$ cat config.mk
export PLATFORM = sky130hd
export DESIGN_NAME = door_plant
export DESIGN_NICKNAME = d
export VERILOG_FILES = /design/src/rtl/door_pkg.sv /design/src/rtl/step_prescaler.sv /design/src/rtl/door_plant.sv
export SDC_FILE = /design/constraint.sdc
export NUM_CORES = 1
export LEC_CHECK = 0
export ABC_AREA = 1
export CAP_MARGIN = 20
export CORE_ASPECT_RATIO = 0.75
export CORE_MARGIN = 2
export CORE_UTILIZATION = 29
export DETAILED_ROUTE_END_ITERATION = 10
export GPL_TIMING_DRIVEN = 1
export SLEW_MARGIN = 10
export SYNTH_ARGS = -nofsm -noshare
export SYNTH_HDL_FRONTEND = slang
export SYNTH_SLANG_ARGS = --single-unit
$ cat constraint.sdc
create_clock -name Clock -period 3 [get_ports Clock]
set_input_delay 0.6 -clock Clock [delete_from_list [all_inputs] [get_ports Clock]]
set_output_delay 0.6 -clock Clock [all_outputs]
set_load 0.02 [all_outputs]
$ cat src/rtl/door_pkg.sv
// Shared types for the door plant: motor command encoding, door FSM states
// and the idle-state decode used on reset and on a stop command.
package door_pkg;

   typedef enum logic [1:0] {
      M_STOP = 2'b00,
      M_UP   = 2'b01,
      M_DOWN = 2'b10,
      M_BAD  = 2'b11
   } motor_cmd_e;

   typedef enum logic [2:0] {
      S_CLOSED,
      S_OPEN,
      S_STOPPED,
      S_RAISING,
      S_LOWERING,
      S_FAULT
   } door_state_e;

   // Idle state implied by a resting position: closed at 0, open at travel end.
   function automatic door_state_e restState(input logic [7:0] pos, input logic [7:0] travel);
      door_state_e result;
      if (pos == 8'd0)
         result = S_CLOSED;
      else if (pos == travel)
         result = S_OPEN;
      else
         result = S_STOPPED;
      return result;
   endfunction

endpackage

$ cat src/rtl/step_prescaler.sv
// Divides the clock down to one position-step tick every TICK_DIV enabled
// cycles; clear restarts the count so the next tick is a full period away.
module step_prescaler #(
   parameter int unsigned TICK_DIV = 50000
) (
   input  logic Clock,
   input  logic Reset,
   input  logic enable,
   input  logic clear,
   output logic tick
);

   localparam logic [15:0] LAST = 16'(TICK_DIV - 1);

   logic [15:0] cntQ, cntD;

   assign tick = enable && (cntQ == LAST);

   // Clear wins over counting so a state change always restarts the period.
   always_comb begin
      cntD = cntQ;
      if (clear)
         cntD = 16'd0;
      else if (enable)
         cntD = tick ? 16'd0 : cntQ + 16'd1;
   end

   always_ff @(posedge Clock or posedge Reset) begin
      if (Reset)
         cntQ <= 16'd0;
      else
         cntQ <= cntD;
   end

endmodule

$ cat src/rtl/door_plant.sv
// Motorised door plant model: FSM driven by motor command M, stepping position
// on prescaler ticks. Optional obstruction sensing with DOOR_PLANT_OBSTRUCT_EN.
module door_plant
   import door_pkg::*;
#(
   parameter int unsigned TICK_DIV  = 50000,
   parameter int unsigned TRAVEL    = 200,
   parameter int unsigned RESET_POS = 0
) (
   input  logic       Clock,
   input  logic       Reset,
   input  logic [1:0] M,
`ifdef DOOR_PLANT_OBSTRUCT_EN
   input  logic       Obstruct,
   output logic       Blocked,
`endif
   output logic       UpperLS,
   output logic       LowerLS,
   output logic [7:0] Position,
   output logic       Moving,
   output logic       Fault
);

   localparam logic [7:0] TOP     = 8'(TRAVEL);
   localparam logic [7:0] RST_POS = 8'(RESET_POS);

   door_state_e stateQ, stateD;
   logic [7:0]  posQ, posD;
   logic        movingQ, faultQ;
   logic        tick, enable, clear;
   motor_cmd_e  cmd;

   assign cmd = motor_cmd_e'(M);

   // Next state: a step only happens when the command keeps the current
   // direction; any other command changes state and restarts the prescaler.
   always_comb begin
      stateD = stateQ;
      posD   = posQ;
      if (stateQ != S_FAULT) begin
         case (cmd)
            M_BAD: stateD = S_FAULT;
            M_UP: begin
               if (stateQ == S_RAISING) begin
                  if (tick) begin
                     posD = posQ + 8'd1;
                     if (posD == TOP)
                        stateD = S_OPEN;
                  end
               end else if (posQ < TOP) begin
                  stateD = S_RAISING;
               end
            end
            M_DOWN: begin
               if (stateQ == S_LOWERING) begin
                  if (tick) begin
                     posD = posQ - 8'd1;
                     if (posD == 8'd0)
                        stateD = S_CLOSED;
                  end
               end else if (posQ != 8'd0) begin
                  stateD = S_LOWERING;
               end
            end
            default: stateD = restState(posQ, TOP);
         endcase
      end
   end

   always_ff @(posedge Clock or posedge Reset) begin
      if (Reset) begin
         stateQ  <= restState(RST_POS, TOP);
         posQ    <= RST_POS;
         movingQ <= 1'b0;
         faultQ  <= 1'b0;
      end else begin
         stateQ  <= stateD;
         posQ    <= posD;
         movingQ <= (stateD == S_RAISING) || (stateD == S_LOWERING);
         faultQ  <= faultQ || (stateD == S_FAULT);
      end
   end

`ifdef DOOR_PLANT_OBSTRUCT_EN
   logic blocked;
   // Holding the prescaler in clear while blocked makes release resume cleanly.
   assign blocked = (stateQ == S_LOWERING) && Obstruct;
   assign Blocked = blocked;
   assign Moving  = movingQ && !blocked;
   assign enable  = ((stateQ == S_RAISING) || (stateQ == S_LOWERING)) && !blocked;
   assign clear   = (stateD != stateQ) || blocked;
`else
   assign Moving  = movingQ;
   assign enable  = (stateQ == S_RAISING) || (stateQ == S_LOWERING);
   assign clear   = (stateD != stateQ);
`endif

   step_prescaler #(.TICK_DIV(TICK_DIV)) uPrescaler (
      .Clock  (Clock),
      .Reset  (Reset),
      .enable (enable),
      .clear  (clear),
      .tick   (tick)
   );

   assign Position = posQ;
   assign UpperLS  = (posQ == TOP);
   assign LowerLS  = (posQ == 8'd0);
   assign Fault    = faultQ;

endmodule
==> results <==
- The flow ran to the end, and the final reports show no timing, DRC or antenna violations.
- Yosys printed 0 warnings.
- Setup repair after global routing left no endpoint under its margin.
- Yosys attributes the largest share of cell area to sky130_fd_sc_hd__dfrtp_1 (31%), sky130_fd_sc_hd__nand2_1 (13%), sky130_fd_sc_hd__inv_1 (7.3%), sky130_fd_sc_hd__nand3_1 (6.3%), sky130_fd_sc_hd__nor2_1 (5.9%).
- The final-report hold violation count came to 0.
- The flop-to-flop setup slack is ~0.44 ns.
- After filler insertion, the fill cell instance count of the layout stands at approximately 830.
- The portion of the clock cycle consumed by the worst path in the final layout is 0.940.
- The largest net degree at the start of global routing is 18.
- The complex-gate fraction of the synthesized area was 0.101.
- The count of maximum capacitance violations is 0.
- STA puts the critical path data required time at between 2 and 2.5 ns.
- The root cell of the clock tree is sky130_fd_sc_hd__clkbuf_8.
- The number of I/O pins is 16.
- The minimum setup slack after placement is 0.392 ns.
- The post-route antenna net violation count is 0.
- The setup slack after layout is ~0.18 ns.
- The later pin in the worst-skew pair is clocked with a latency of approximately 0.28 ns.
- The worst path in the final design needs a cycle of about 2.8 ns, including I/O delays and setup.
- In the synthesized netlist the async set-or-reset flop fraction comes to 1.00.
- The power density over the cells is ~310 nW/um^2.
- Of the total synthesized cell area, the portion taken by full adders, half adders and majority gates is 0.0217.
- STA puts the critical path data arrival time at between 2 and 2.5 ns.
- The maximum net fanout on the critical path is 6.
- Measured on the finished design, the core utilization comes to 0.340.
- The worst hold path terminates at Fault.
- The leakage power is roughly 1.3 nW.
- The initial utilization of the core area, before any placement, comes to 0.295.
- The number of vias per cell is about 4.8.
- The cell area after placement is 2570 um^2.
- The number of nets in the layout is approximately 350.
- From left edge to right edge, the die measures about 110 um.
- The beginning of the worst register-to-register path is Position[0].
- The clock tree from TritonCTS is built.
- Clock skew on the completed layout was measured at around 0.0093 ns.
- The total non-filler cell area in the finished layout is 2660 um^2.
- The headroom to the max-slew limit is 0.552.
- The synthesized netlist contains 39 unique library cells.
- The number of global-route vias before repair came to ~2100.
- The sequential share of the synthesized area is 0.315.
- The hold path startpoint is Fault.
- Routability-driven placement finished with a final weighted congestion of roughly 0.90.
- The total number of placement rows is 28.
- The number of synthesized flops with an enable pin is 0.
- The final cell count without fillers is 451.
- Compared with the post-synthesis result, the final layout area differs by 15.4%.
- The worst supply voltage drop on vdd is roughly 0.28 mV.
- The proportion of synthesized area in mux cells is 0.00488.
- The transition time of the tightest slew-check pin is between 0.6 and 0.7 ns.
- The wire-length estimate of the detail-placed layout is about 4200 um.
- The H-tree level count is 2.
- Counting the buffers created by CTS gives 5.
- Setup violations remaining at the end of the flow were counted as 0.
- The largest area contributor in the synthesized netlist is sky130_fd_sc_hd__dfrtp_1.
- The overall overflow remaining after global route is 0.
- Counting every sink on the clock net gives 29.
- The combinational family with the most area after synthesis is simple AND/OR/NAND/NOR gates.
- STA classifies the critical path startpoint as a flop.
- The final layout contains routed wiring with a total length of around 5600 um.
- The clock transition at the registers of the reported paths is 0.06 ns.
- The mean cell area of the mapped netlist is around 7 um^2.
- Dividing the detail-routed wire length by the instance count gives between 10 and 15 um.
- The reg-to-reg endpoint is uPrescaler.cntQ[2].
- The number of DRC violations after detailed-routing iteration 0 is about 160.
- Synthesis produced a netlist with a net count of roughly 340.
- The total design power is roughly 0.8 mW.
- The endpoint kind of the worst setup timing path is an output port.
- Counting every instance in the synthesized netlist gives ~330.
- The area of the core is between 7000 and 8000 um^2.
- The depth of the worst register-to-register path is 15.
- The number of antenna violations at the first check in global routing is 0.
- The number of register bits inferred by synthesis is 29.
- The detailed-route via count is approximately 2200.
- The number of slew-limit violations in the final report is 0.
- The worst hold path cell count is 1.
- In this run the deepest clock path goes through 2 buffers.
- The number of antenna cells inserted is 0.
- The count of buffers inserted at the top-level ports is 15.
- The wire length of the first global-routing pass is 9600 um.
- The first-pass iteration count of the detailed router is 4.
- Of the total synthesized cell area, the portion taken by XOR and XNOR cells is 0.0385.
- Static timing analysis puts the maximum clock frequency at 355 MHz.
- Of the post-synthesis cell area, the dominant cell type holds 0.315.
- The number of remaining DRC errors is 0.
- The die is between 80 and 90 um tall.
- In the final timing run, aggregate negative setup slack is 0 ns.
- The overall track demand over capacity in global routing is 0.139.
- The post-synthesis instance area is 2310 um^2.
- By startpoint and endpoint, the worst setup path is classified as flop to output port.
- The worst hold-check path type is flop to flop.
- The most used flip-flop cell after synthesis is sky130_fd_sc_hd__dfrtp_1.
- Of the total synthesized cell area, the portion taken by AND, OR, NAND and NOR gates is 0.416.
- The fraction of layout instances using a drive strength above 1 is 0.121.
- Once placement completed, the tool counted placed cells totaling 444.
- The worst-case hold slack is 0.472 ns.
- The die covers between 8000 and 9000 um^2.
-- synthesized netlist by cell type, drive strengths merged, types with 2 or more instances --
cell and instances:
a21oi 5, a22oi 3, buf 6, clkbuf 3, clkinv 2, dfrtp 29, ha 4, inv 45
nand2 83, nand3 32, nand3b 2, nand4 10, nor2 41, nor3 20, o21ai 21, o22ai 2
o31ai 3, xor2 7
-- metal layers --
layer / vias up / GRT usage / wire (um)
met5: - / 0 / 0
met4: 0 / 0.0403 / 16
met3: 2 / 0.0281 / 285
met2: 41 / 0.212 / 2350
met1: 1003 / 0.198 / 2920
li1: 1104 / - / -
-- cell families (layout without fill, tap and decap cells) --
| kind of cell | Yosys count | count (layout) |
|---|---|---|
| flip-flops | 29 | 29 |
| adder cells (fa/ha/maj) | 4 | 4 |
| AND/OR/NAND/NOR | 190 | 190 |
| multiplexers | 1 | 1 |
| buffers and inverters | 56 | 75 |
| AO/OA/AOI/OAI | 39 | 39 |
| XOR/XNOR | 8 | 8 |
-- critical path: stages (launching register included) --
cell and delay (ns):
sky130_fd_sc_hd__dfrtp_1 0.44, sky130_fd_sc_hd__inv_1 0.23, sky130_fd_sc_hd__ha_2 0.32, sky130_fd_sc_hd__nand2_1 0.09
sky130_fd_sc_hd__nor2_1 0.09, sky130_fd_sc_hd__nand3_1 0.11, sky130_fd_sc_hd__inv_1 0.07, sky130_fd_sc_hd__clkdlybuf4s50_1 0.60
-- worst max path at each step --
| stage | to | slack (ns) | startpoint | cells past startpoint |
|---|---|---|---|---|
| 6_report | UpperLS | 0.18 | Position[0] | 7 |
| 4_1_cts | UpperLS | 0.11 | Position[0] | 7 |
| 3_5_place_dp | uPrescaler.cntQ[2] | 0.39 | Position[0] | 15 |
| 5_1_grt | UpperLS | 0.03 | Position[0] | 7 |
| 3_3_place_gp | UpperLS | 0.41 | Position[0] | 7 |
| 2_1_floorplan | uPrescaler.cntQ[8] | 0.81 | Position[0] | 12 |
-- cell usage in the layout, fill, tap and decap left out, types with 6 or more instances in the layout --
cell,Yosys,final
sky130_fd_sc_hd__buf_4,0,6
sky130_fd_sc_hd__clkbuf_8,0,6
sky130_fd_sc_hd__clkdlybuf4s50_1,0,15
sky130_fd_sc_hd__dfrtp_1,29,29
sky130_fd_sc_hd__inv_1,45,45
sky130_fd_sc_hd__nand2_1,78,78
sky130_fd_sc_hd__nand3_1,29,29
sky130_fd_sc_hd__nand4_1,9,9
sky130_fd_sc_hd__nor2_1,36,36
sky130_fd_sc_hd__nor3_1,10,10
sky130_fd_sc_hd__nor3_2,10,10
sky130_fd_sc_hd__o21ai_0,12,12
sky130_fd_sc_hd__o21ai_1,8,8
sky130_fd_sc_hd__xor2_1,6,6
-- what timing repair did --
item	CTS	global route
hold buffers	0	0
setup buffers	0	0
endpoints found under the hold margin	0	0
resized for setup	0	1
endpoints found under the setup margin	0	1
-- power breakdown --
part / internal (mW) / switching [mW] / leakage, nW
clock network: 0.182 / 0.145 / 0.0443
logic: 0.0330 / 0.0539 / 0.990
registers: 0.395 / 0.0120 / 0.296
-- registers in the layout (all words and copies together) (netlist names) --
register / flops
Moving: 1
Fault: 1
stateQ: 3
Position: 8
uPrescaler.cntQ: 16
-- layout make-up --
class	count	area (um^2)	area share
sequential	29	726	0.273
timing repair buffer	21	195	0.0734
inverter	47	176	0.0663
tap	105	131	0.0494
clock buffer	7	86.3	0.0325
multi-input combinational	242	1350	0.506
Power figures use the tool's default switching activity.
